[src/rtl/uart_tx_frame_if.sv]
// Byte-in / serial-out handshake bundle for uart_tx_frame.
// master = upstream byte source, slave = transmitter.
interface uart_tx_frame_if #(
  parameter int unsigned DATA_WIDTH = 8
);
  logic [DATA_WIDTH-1:0] P_DATA;
  logic                  Data_Valid;
  logic                  PAR_EN;
  logic                  PAR_TYP;
  logic                  TX_OUT;
  logic                  Busy;

  modport master (
    output P_DATA, Data_Valid, PAR_EN, PAR_TYP,
    input  TX_OUT, Busy
  );

  modport slave (
    input  P_DATA, Data_Valid, PAR_EN, PAR_TYP,
    output TX_OUT, Busy
  );
endinterface

[src/rtl/uart_tx_frame.sv]
// UART frame serializer, one bit per CLK: start, data LSB first, optional parity, stop.
// Define UART_TX_TWO_STOP_EN for two stop bits (default build sends one).
module uart_tx_frame #(
  parameter int unsigned DATA_WIDTH = 8
) (
  input  logic            CLK,
  input  logic            Reset,
  uart_tx_frame_if.slave  bus
);

  localparam int unsigned CNT_W = (DATA_WIDTH > 1) ? $clog2(DATA_WIDTH) : 1;
  localparam logic [CNT_W-1:0] CNT_LAST = CNT_W'(DATA_WIDTH - 1);

  typedef enum logic [2:0] {
    IDLE   = 3'd0,
    START  = 3'd1,
    DATA   = 3'd2,
    PARITY = 3'd3,
    STOP   = 3'd4
  } state_e;

  state_e                state_q, state_d;
  logic [CNT_W-1:0]      cnt_q, cnt_d;
  logic [DATA_WIDTH-1:0] data_q, data_d;
  logic                  par_en_q, par_en_d;
  logic                  par_typ_q, par_typ_d;
  logic                  tx_q, tx_d;
  logic                  busy_q, busy_d;
  logic                  can_accept;
`ifdef UART_TX_TWO_STOP_EN
  logic                  stop_cnt_q, stop_cnt_d;
`endif

  // Flop bank; Reset wins over any same-cycle Data_Valid.
  always_ff @(posedge CLK) begin
    if (Reset) begin
      state_q    <= IDLE;
      cnt_q      <= '0;
      data_q     <= '0;
      par_en_q   <= 1'b0;
      par_typ_q  <= 1'b0;
      tx_q       <= 1'b1;
      busy_q     <= 1'b0;
`ifdef UART_TX_TWO_STOP_EN
      stop_cnt_q <= 1'b0;
`endif
    end else begin
      state_q    <= state_d;
      cnt_q      <= cnt_d;
      data_q     <= data_d;
      par_en_q   <= par_en_d;
      par_typ_q  <= par_typ_d;
      tx_q       <= tx_d;
      busy_q     <= busy_d;
`ifdef UART_TX_TWO_STOP_EN
      stop_cnt_q <= stop_cnt_d;
`endif
    end
  end

  // Next state, then outputs decoded from the next state so TX_OUT/Busy stay registered.
  always_comb begin
    state_d    = state_q;
    cnt_d      = cnt_q;
    data_d     = data_q;
    par_en_d   = par_en_q;
    par_typ_d  = par_typ_q;
    tx_d       = 1'b1;
    busy_d     = 1'b1;
    can_accept = 1'b0;
`ifdef UART_TX_TWO_STOP_EN
    stop_cnt_d = stop_cnt_q;
`endif

    unique case (state_q)
      IDLE: can_accept = 1'b1;
      START: begin
        state_d = DATA;
        cnt_d   = '0;
      end
      DATA: begin
        if (cnt_q == CNT_LAST) begin
          cnt_d   = '0;
          state_d = par_en_q ? PARITY : STOP;
        end else begin
          cnt_d = cnt_q + CNT_W'(1);
        end
      end
      PARITY: state_d = STOP;
      STOP: begin
`ifdef UART_TX_TWO_STOP_EN
        if (stop_cnt_q) begin
          stop_cnt_d = 1'b0;
          state_d    = IDLE;
          can_accept = 1'b1;
        end else begin
          stop_cnt_d = 1'b1;
        end
`else
        state_d    = IDLE;
        can_accept = 1'b1;
`endif
      end
      default: state_d = IDLE;
    endcase

    // The final stop cycle may take the next byte, so back-to-back frames have no gap.
    if (can_accept && bus.Data_Valid) begin
      state_d   = START;
      cnt_d     = '0;
      data_d    = bus.P_DATA;
      par_en_d  = bus.PAR_EN;
      par_typ_d = bus.PAR_TYP;
    end

    unique case (state_d)
      IDLE:    busy_d = 1'b0;
      START:   tx_d   = 1'b0;
      DATA:    tx_d   = data_d[cnt_d];
      PARITY:  tx_d   = (^data_q) ^ par_typ_q;
      STOP:    tx_d   = 1'b1;
      default: busy_d = 1'b0;
    endcase
  end

  assign bus.TX_OUT = tx_q;
  assign bus.Busy   = busy_q;

endmodule
[src/flat_wrapper.sv]
// flat-port wrapper written by rule: the top's interface ports become plain ports
module uart_tx_frame_flat 
#(
  parameter int unsigned DATA_WIDTH = 8
)
  (CLK, Reset, bus_P_DATA, bus_Data_Valid, bus_PAR_EN, bus_PAR_TYP, bus_TX_OUT, bus_Busy);
  uart_tx_frame_if #(.DATA_WIDTH(DATA_WIDTH)) bus_i ();
  input  logic CLK;
  input  logic Reset;
  input wire logic [$bits(bus_i.P_DATA)-1:0] bus_P_DATA;
  input wire logic [$bits(bus_i.Data_Valid)-1:0] bus_Data_Valid;
  input wire logic [$bits(bus_i.PAR_EN)-1:0] bus_PAR_EN;
  input wire logic [$bits(bus_i.PAR_TYP)-1:0] bus_PAR_TYP;
  output wire logic [$bits(bus_i.TX_OUT)-1:0] bus_TX_OUT;
  output wire logic [$bits(bus_i.Busy)-1:0] bus_Busy;
  assign bus_i.P_DATA = bus_P_DATA;
  assign bus_i.Data_Valid = bus_Data_Valid;
  assign bus_i.PAR_EN = bus_PAR_EN;
  assign bus_i.PAR_TYP = bus_PAR_TYP;
  assign bus_TX_OUT = bus_i.TX_OUT;
  assign bus_Busy = bus_i.Busy;
  uart_tx_frame #(.DATA_WIDTH(DATA_WIDTH)) u_core (.CLK(CLK), .Reset(Reset), .bus(bus_i));
endmodule
[config.mk]
export PLATFORM = sky130hd
export DESIGN_NAME = uart_tx_frame_flat
export DESIGN_NICKNAME = d
export VERILOG_FILES = /design/src/rtl/uart_tx_frame_if.sv /design/src/rtl/uart_tx_frame.sv /design/src/flat_wrapper.sv
export SDC_FILE = /design/constraint.sdc
export NUM_CORES = 1
export LEC_CHECK = 0
export ABC_AREA = 1
export BUFFER_PORTS_ARGS = -buffer_cell sky130_fd_sc_hd__clkbuf_2
export CAP_MARGIN = 20
export CORE_ASPECT_RATIO = 1.4
export CORE_MARGIN = 8
export CORE_UTILIZATION = 55
export CTS_CLUSTER_SIZE = 20
export DETAILED_ROUTE_END_ITERATION = 16
export PLACE_DENSITY_LB_ADDON = 0.15
export RECOVER_POWER = 25
export SYNTH_ARGS = -nofsm -noshare
export SYNTH_HDL_FRONTEND = slang
export SYNTH_SLANG_ARGS = --single-unit
[constraint.sdc]
create_clock -name CLK -period 2.15 [get_ports CLK]
set_input_delay 0.1075 -clock CLK [delete_from_list [all_inputs] [get_ports CLK]]
set_output_delay 0.1075 -clock CLK [all_outputs]
set_load 0.005 [all_outputs]
==> results of run 1 <==
power by group through the flow:
| stage | Combinational, mW | Sequential (mW) | Clock (mW) |
|---|---|---|---|
| after floorplan | 0.156 | 0.383 | 0 |
| after global placement | 0.193 | 0.386 | 0 |
| after detailed placement | 0.198 | 0.386 | 0 |
| after CTS | 0.199 | 0.378 | 0.214 |
| after global routing | 0.229 | 0.381 | 0.225 |
| final | 0.195 | 0.378 | 0.207 |
kinds of logic (layout without fill, tap and decap cells):
kind of cell,after synthesis,in the layout,synth area share
DFF,18,18,0.332
xor gates and xnor gates,8,8,0.0645
and+or+nand+nor,99,99,0.408
buffers and inverters,23,38,0.0899
adders and majority gates,3,3,0.0346
AOI/OAI and AO/OA,11,11,0.0714
layout make-up:
class | instances | area share
clock buffer | 4 | 0.0305
tap | 21 | 0.0221
multi-input combinational | 121 | 0.525
inverter | 20 | 0.0630
sequential | 18 | 0.303
timing repair buffer | 14 | 0.0567
worst min path at each step:
stage,slack [ns],endpoint,startpoint,cells after the start
floorplan,0.25,u_core.par_en_q,bus_PAR_EN,2
global placement,0.34,u_core.par_typ_q,bus_PAR_TYP,3
detailed placement,0.35,u_core.par_typ_q,bus_PAR_TYP,3
CTS,0.03,u_core.par_typ_q,bus_PAR_TYP,3
global route,0.03,u_core.par_typ_q,bus_PAR_TYP,3
finish,0.03,u_core.par_typ_q,bus_PAR_TYP,3
through the flow:
stage                     std cells  hold WS [ns]  utilization  setup slack, ns  cell area [um^2]
final                           198        0.0323        0.619            0.454              1190
after global routing            198        0.0302        0.619            0.234              1190
after CTS                       198        0.0267        0.621            0.458              1200
after detailed placement        194         0.346        0.602            0.486              1160
after global placement          194         0.342        0.602            0.514              1160
after floorplan                 162         0.249            -            0.619              1090
critical path: cells and delay by family, from the launching register on:
family	cells	cell delay, ns
and+or+nand+nor	8	0.91
adders and majority gates	2	0.41
DFF	1	0.33
Yosys cell counts (3+ instances only):
cell type   n
a21oi_1     3
dfxtp_1    18
ha_1        3
inv_1      17
inv_2       3
nand2_1    46
nand2_2     4
nand3_1    14
nand3b_1    5
nor2_1     23
o21ai_0     4
o21ai_2     3
xnor2_1     4
xor2_1      4
layout by cell type, fill, tap and decap left out, drive strengths merged:
master  netlist  final
ha            3      3
a21oi         4      4
or2           3      3
o21ai         7      7
dfxtp        18     18
nand2        50     50
nand3        16     16
inv          20     20
clkbuf        1     18
xor2          4      4
xnor2         4      4
nor2         25     25
nand3b        5      5
layer usage:
layer / vias up / GRT usage / part of all wire
li1: 530 / - / -
met1: 440 / 0.158 / 0.42
met2: 15 / 0.254 / 0.54
met3: 4 / 0.0258 / 0.026
met4: 0 / 0.0475 / 0.012
met5: - / 0 / 0
state kept, by name, summed over array words and instances (netlist names):
| name | cells |
|---|---|
| u_core.par_en_q | 1 |
| u_core.cnt_q | 3 |
| u_core.bus.TX_OUT | 1 |
| u_core.bus.Busy | 1 |
| u_core.par_typ_q | 1 |
| u_core.state_q | 3 |
| u_core.data_q | 8 |
==> metrics.log, run 1 <==
[metrics] switching power as a share of total power: 0.310
[metrics] switching power: 242 uW
[metrics] CP Max Fanout: 5
[metrics] Worst Path Class, Setup: reg2reg
[metrics] share of the synthesized area in the top cell type: 0.332
[metrics] max-capacitance violation count: 0
[metrics] internal reg-to-reg setup slack: 0.45 ns
[metrics] clk slew on worst S/H paths: 0.10 ns
[metrics] number of warnings reported in the yosys synthesis log: 0
[metrics] Design Power: 780 uW
[metrics] setup skew after layout: 0.00133 ns
[metrics] average wire per cell in the routed design: 11.2 um
[metrics] number of nets with antenna violations after routing: 0
[metrics] Worst R2R Start: u_core.cnt_q[0]
[metrics] setup repair after global routing missed its margin: false
[metrics] Critical Path AT: 1.94 ns
[metrics] area leader, netlist: dfxtp_1
[metrics] final wirelength: 2.21 mm
[metrics] DIE HEIGHT: 68.6 um
[metrics] synthesized netlist cell count: 162
[metrics] Internal: 538 uW
[metrics] final setup violation count: 0
[metrics] Post-synth EDFFs: 0
[metrics] Worst IR Drop VDD: 533 uV
[metrics] library cell used as clock root buffer: clkbuf_4
[metrics] port buffer count: 14
[metrics] crit-path most repeated cell: nand3_1
[metrics] width of the die: 53.6 um
[metrics] total routing usage reported by global routing: 0.140
[metrics] timing endpoint of the critical path: u_core.bus.TX_OUT
[metrics] first-pass GRT wire length: 3.97 mm
[metrics] filler cell count in the final layout: 184
[metrics] Boundary Pins: 15
[metrics] DR vias/cell: 4.99
[metrics] count of routing violations after the opening detailed-route iteration: 25
[metrics] synthesized area per cell: 6.70 um^2
[metrics] endpoint kind of the worst setup timing path: flip-flop
[metrics] worst-path cell chain: ha_1, ha_1, or2_2, nand2_2, nand2_2, nand2_1, nand3_1, nand3_1, nand3_1, nand2_1
[metrics] number of synthesized register bits: 18
[metrics] post-cts hold buffer count: 0
[metrics] die area: 0.00367 mm^2
[metrics] GRT overflow: 0
[metrics] placeable core region: 0.00193 mm^2
[metrics] detailed-routing iteration count for the pre-antenna-repair pass: 4
[metrics] fraction of layout cells with a size suffix above 1: 0.175
[metrics] initial standard-cell utilization of the core: 0.564
[metrics] RR Endpoint: u_core.bus.TX_OUT
[metrics] deepest clock path buffer count: 2
[metrics] Final Max Slew Viols: 0
[metrics] timing startpoint of the critical path: u_core.cnt_q[0]
[metrics] ratio of total power to cell area: 655 mW/mm^2
[metrics] actual transition at the worst max-transition pin: 0.389 ns
[metrics] outcome: complete, no violations
[metrics] gp weighted congestion: 0.854
[metrics] setup bufs post-CTS: 0
[metrics] Period Utilization, post-route: 0.789
[metrics] number of gates given a new drive strength after cts: 0
[metrics] FMAX: 590 MHz
[metrics] FP Rows: 19
[metrics] sequential share of power: 0.485
[metrics] Tmin final: 1.70 ns
[metrics] Area growth, synth to finish: 9.68%
[metrics] Required @ worst endpoint: 2.39 ns
[metrics] total nets after synthesis: 178
[metrics] Multi-input gate area: 626 um^2
[metrics] cell at the slowest stage of the critical path: dfxtp_1
[metrics] main area contributors after synthesis: dfxtp_1, nand2_1, nor2_1
[metrics] static power due to leakage: 0.614 nW
[metrics] asr flop ratio synth: 0
[metrics] Inserted Clock Buffers: 3
[metrics] number of distinct library cells after synthesis: 23
[metrics] number of sinks on the clock net: 18
[metrics] final-stage net count: 194
[metrics] share of total power in the clock network: 0.265
[metrics] CP startpoint kind: flip-flop
[metrics] vias: 989
[metrics] sequential fraction of the synthesis area: 0.332
[metrics] Most used DFF post-synth: dfxtp_1
[metrics] length in cells of the worst reg-to-reg path: 10
[metrics] maximum level of the CTS H-tree: 1
[metrics] part of the power in combinational logic: 0.250
[metrics] pin count of the biggest net entering global routing: 19
[metrics] clock insertion delay at the later pin of the skew report: 0.29 ns
[metrics] antenna fix cells: 0
[metrics] placed wire-length estimate after detailed placement: 1.79 mm
[metrics] Crit path largest cell delay: 0.33 ns
[metrics] worst slew slack as a fraction of its limit: 0.740
[metrics] Final Hold Violating Endpoints: 0
[metrics] number of remaining DRC errors: 0
[metrics] Setup TNS: 0 ns
[metrics] area of the mapped netlist: 0.00109 mm^2
[metrics] path class of the lowest-slack min-delay path: in2reg
[metrics] clock tree from TritonCTS: done
[metrics] via count of the first global-routing pass: 980
[metrics] Register Area: 360 um^2
[metrics] antenna violations before repair: 0
Power figures use the tool's default switching activity.
==> run 2, diff against run 1 <==
- CORE_UTILIZATION: 55 -> 50
- clock period: 2.15 -> 1.45 ns (I/O delays scaled with it)
==> metrics.log, run 2 (same netlist as run 1, synthesis figures left out) <==
[metrics] pin count of the biggest net entering global routing: 19
[metrics] Inserted Clock Buffers: 3
[metrics] die area: 0.00394 mm^2
[metrics] worst hold slack: 0.0152 ns
[metrics] GRT overflow: 0
[metrics] port buffer count: 14
[metrics] Area growth, synth to finish: 29.1%
[metrics] Biggest register: u_core.data_q
[metrics] total routing usage reported by global routing: 0.131
[metrics] average wire per cell in the routed design: 12.1 um
[metrics] final-stage net count: 207
[metrics] final wirelength: 2.56 mm
[metrics] Tmin final: 1.48 ns
[metrics] Worst IR Drop VDD: 537 uV
[metrics] Final Max Slew Viols: 0
[metrics] crit path setup slack, layout: -0.0336 ns
[metrics] DIE HEIGHT: 71.1 um
[metrics] initial standard-cell utilization of the core: 0.511
[metrics] path class of the lowest-slack min-delay path: in2reg
[metrics] width of the die: 55.4 um
[metrics] final cell count without fillers: 212
[metrics] detailed-routing iteration count for the pre-antenna-repair pass: 4
[metrics] CP startpoint kind: flip-flop
[metrics] vias: 1,046
[metrics] max reg flops: 8
[metrics] placeable core region: 0.00213 mm^2
[metrics] commonest non-fill, non-tap cell in the layout: nand2_1
[metrics] placed wire-length estimate after detailed placement: 1.89 mm
[metrics] setup repair after global routing missed its margin: true
[metrics] number of nets with antenna violations after routing: 0
[metrics] actual transition at the worst max-transition pin: 0.383 ns
[metrics] count of routing violations after the opening detailed-route iteration: 41
[metrics] most used cells in the layout excluding fill and tap cells: nand2_1, nor2_1, inv_1
[metrics] Worst Path Class, Setup: reg2reg
[metrics] clock tree from TritonCTS: done
[metrics] setup skew after layout: 0.00313 ns
[metrics] deepest clock path buffer count: 2
[metrics] FMAX: 674 MHz
[metrics] fraction of layout cells with a size suffix above 1: 0.321
[metrics] violated checks: negative setup slack
[metrics] largest registers: u_core.data_q (8), u_core.cnt_q (3), u_core.state_q (3)
[metrics] library cell used as clock root buffer: clkbuf_4
[metrics] DR vias/cell: 4.93
[metrics] Period Utilization, post-route: 1.02
[metrics] FP Rows: 20
[metrics] Required @ worst endpoint: 1.66 ns
[metrics] antenna fix cells: 0
[metrics] final setup violation count: 1
[metrics] Critical Path AT: 1.70 ns
[metrics] gp weighted congestion: 0.802
[metrics] maximum level of the CTS H-tree: 1
[metrics] endpoint kind of the worst setup timing path: flip-flop
[metrics] number of remaining DRC errors: 0
[metrics] antenna violations before repair: 0
[metrics] Final Hold Violating Endpoints: 0
[metrics] Boundary Pins: 15
[metrics] worst slew slack as a fraction of its limit: 0.745
[metrics] outcome: finished, violations left
[metrics] via count of the first global-routing pass: 1,058
[metrics] ratio of total power to cell area: 882 mW/mm^2
[metrics] number of cells after detailed placement: 206
[metrics] number of sinks on the clock net: 18
[metrics] clock insertion delay at the later pin of the skew report: 0.30 ns
[metrics] CP Max Fanout: 5
[metrics] static power due to leakage: 0.690 nW
[metrics] max-capacitance violation count: 0
[metrics] first-pass GRT wire length: 4.28 mm
[metrics] clk slew on worst S/H paths: 0.11 ns
## run 2: cell count changes in the layout (fill, tap and decap cells not counted), sizes merged
cell and delta:
buf +10, dlygate4sd3 +2, clkbuf +1
## run 2: path summary, 6_finish.rpt
check	start	to	slack, ns	depth (start not counted)
hold / removal	bus_P_DATA[4]	u_core.data_q[4]	0.02	3
setup reg to reg	u_core.cnt_q[0]	u_core.bus.TX_OUT	-0.03	9
setup / recovery	u_core.cnt_q[0]	u_core.bus.TX_OUT	-0.03	9
hold reg to reg	u_core.par_en_q	u_core.par_en_q	0.50	2
## run 2: layout make-up
type	count	area, um^2
Clock buffer	4	36.3
Sequential cell	18	364
Fill cell	190	724
Tap cell	22	27.5
Inverter	20	75.1
Multi-Input combinational cell	121	728
Timing Repair Buffer	27	171
## run 2: per-stage QoR
| stage | TNS [ns] | cell area, um^2 | power [mW] | setup WS, ns | utilization |
|---|---|---|---|---|---|
| 6_report | -0.0336 | 1400 | 1.24 | -0.0336 | 0.659 |
| 5_1_grt | -0.120 | 1400 | 1.31 | -0.120 | 0.659 |
| 4_1_cts | -0.0366 | 1370 | 1.23 | -0.0295 | 0.646 |
| 3_5_place_dp | -0.117 | 1250 | 0.896 | -0.117 | 0.587 |
| 3_3_place_gp | -0.0802 | 1250 | 0.889 | -0.0802 | 0.587 |
| 2_1_floorplan | 0 | 1090 | 0.800 | 0.00767 | - |
## run 2: critical path, cell delays in order (launching register included)
cell and delay [ns]:
dfxtp_2 0.35, ha_4 0.17, ha_4 0.16, or2_4 0.23
nand2_4 0.10, nand3_1 0.10, nand3_1 0.09, nand3_1 0.08
nand3_2 0.07, nand2_1 0.04
## run 2: per-layer routing
metal,up-vias,routed length (um),GRT usage
met1,473,1060,0.120
met5,-,0,0
met4,0,65,0.0934
met3,6,60,0.0233
li1,557,-,-
met2,10,1380,0.249
## run 2: report_power, final
part | internal, mW | total, mW | switching, mW
clock network | 0.153 | 0.319 | 0.165
registers | 0.530 | 0.565 | 0.0349
logic | 0.153 | 0.352 | 0.199
total | 0.837 | 1.24 | 0.399
## run 2: what timing repair did
action | CTS | global route
endpoints found under the setup margin | 1 | 4
pin swaps | 12 | 6
buffers inserted | 1 | 0
hold buffers | 2 | 0
hold endpoints to repair | 2 | 0
gates resized for setup | 13 | 11
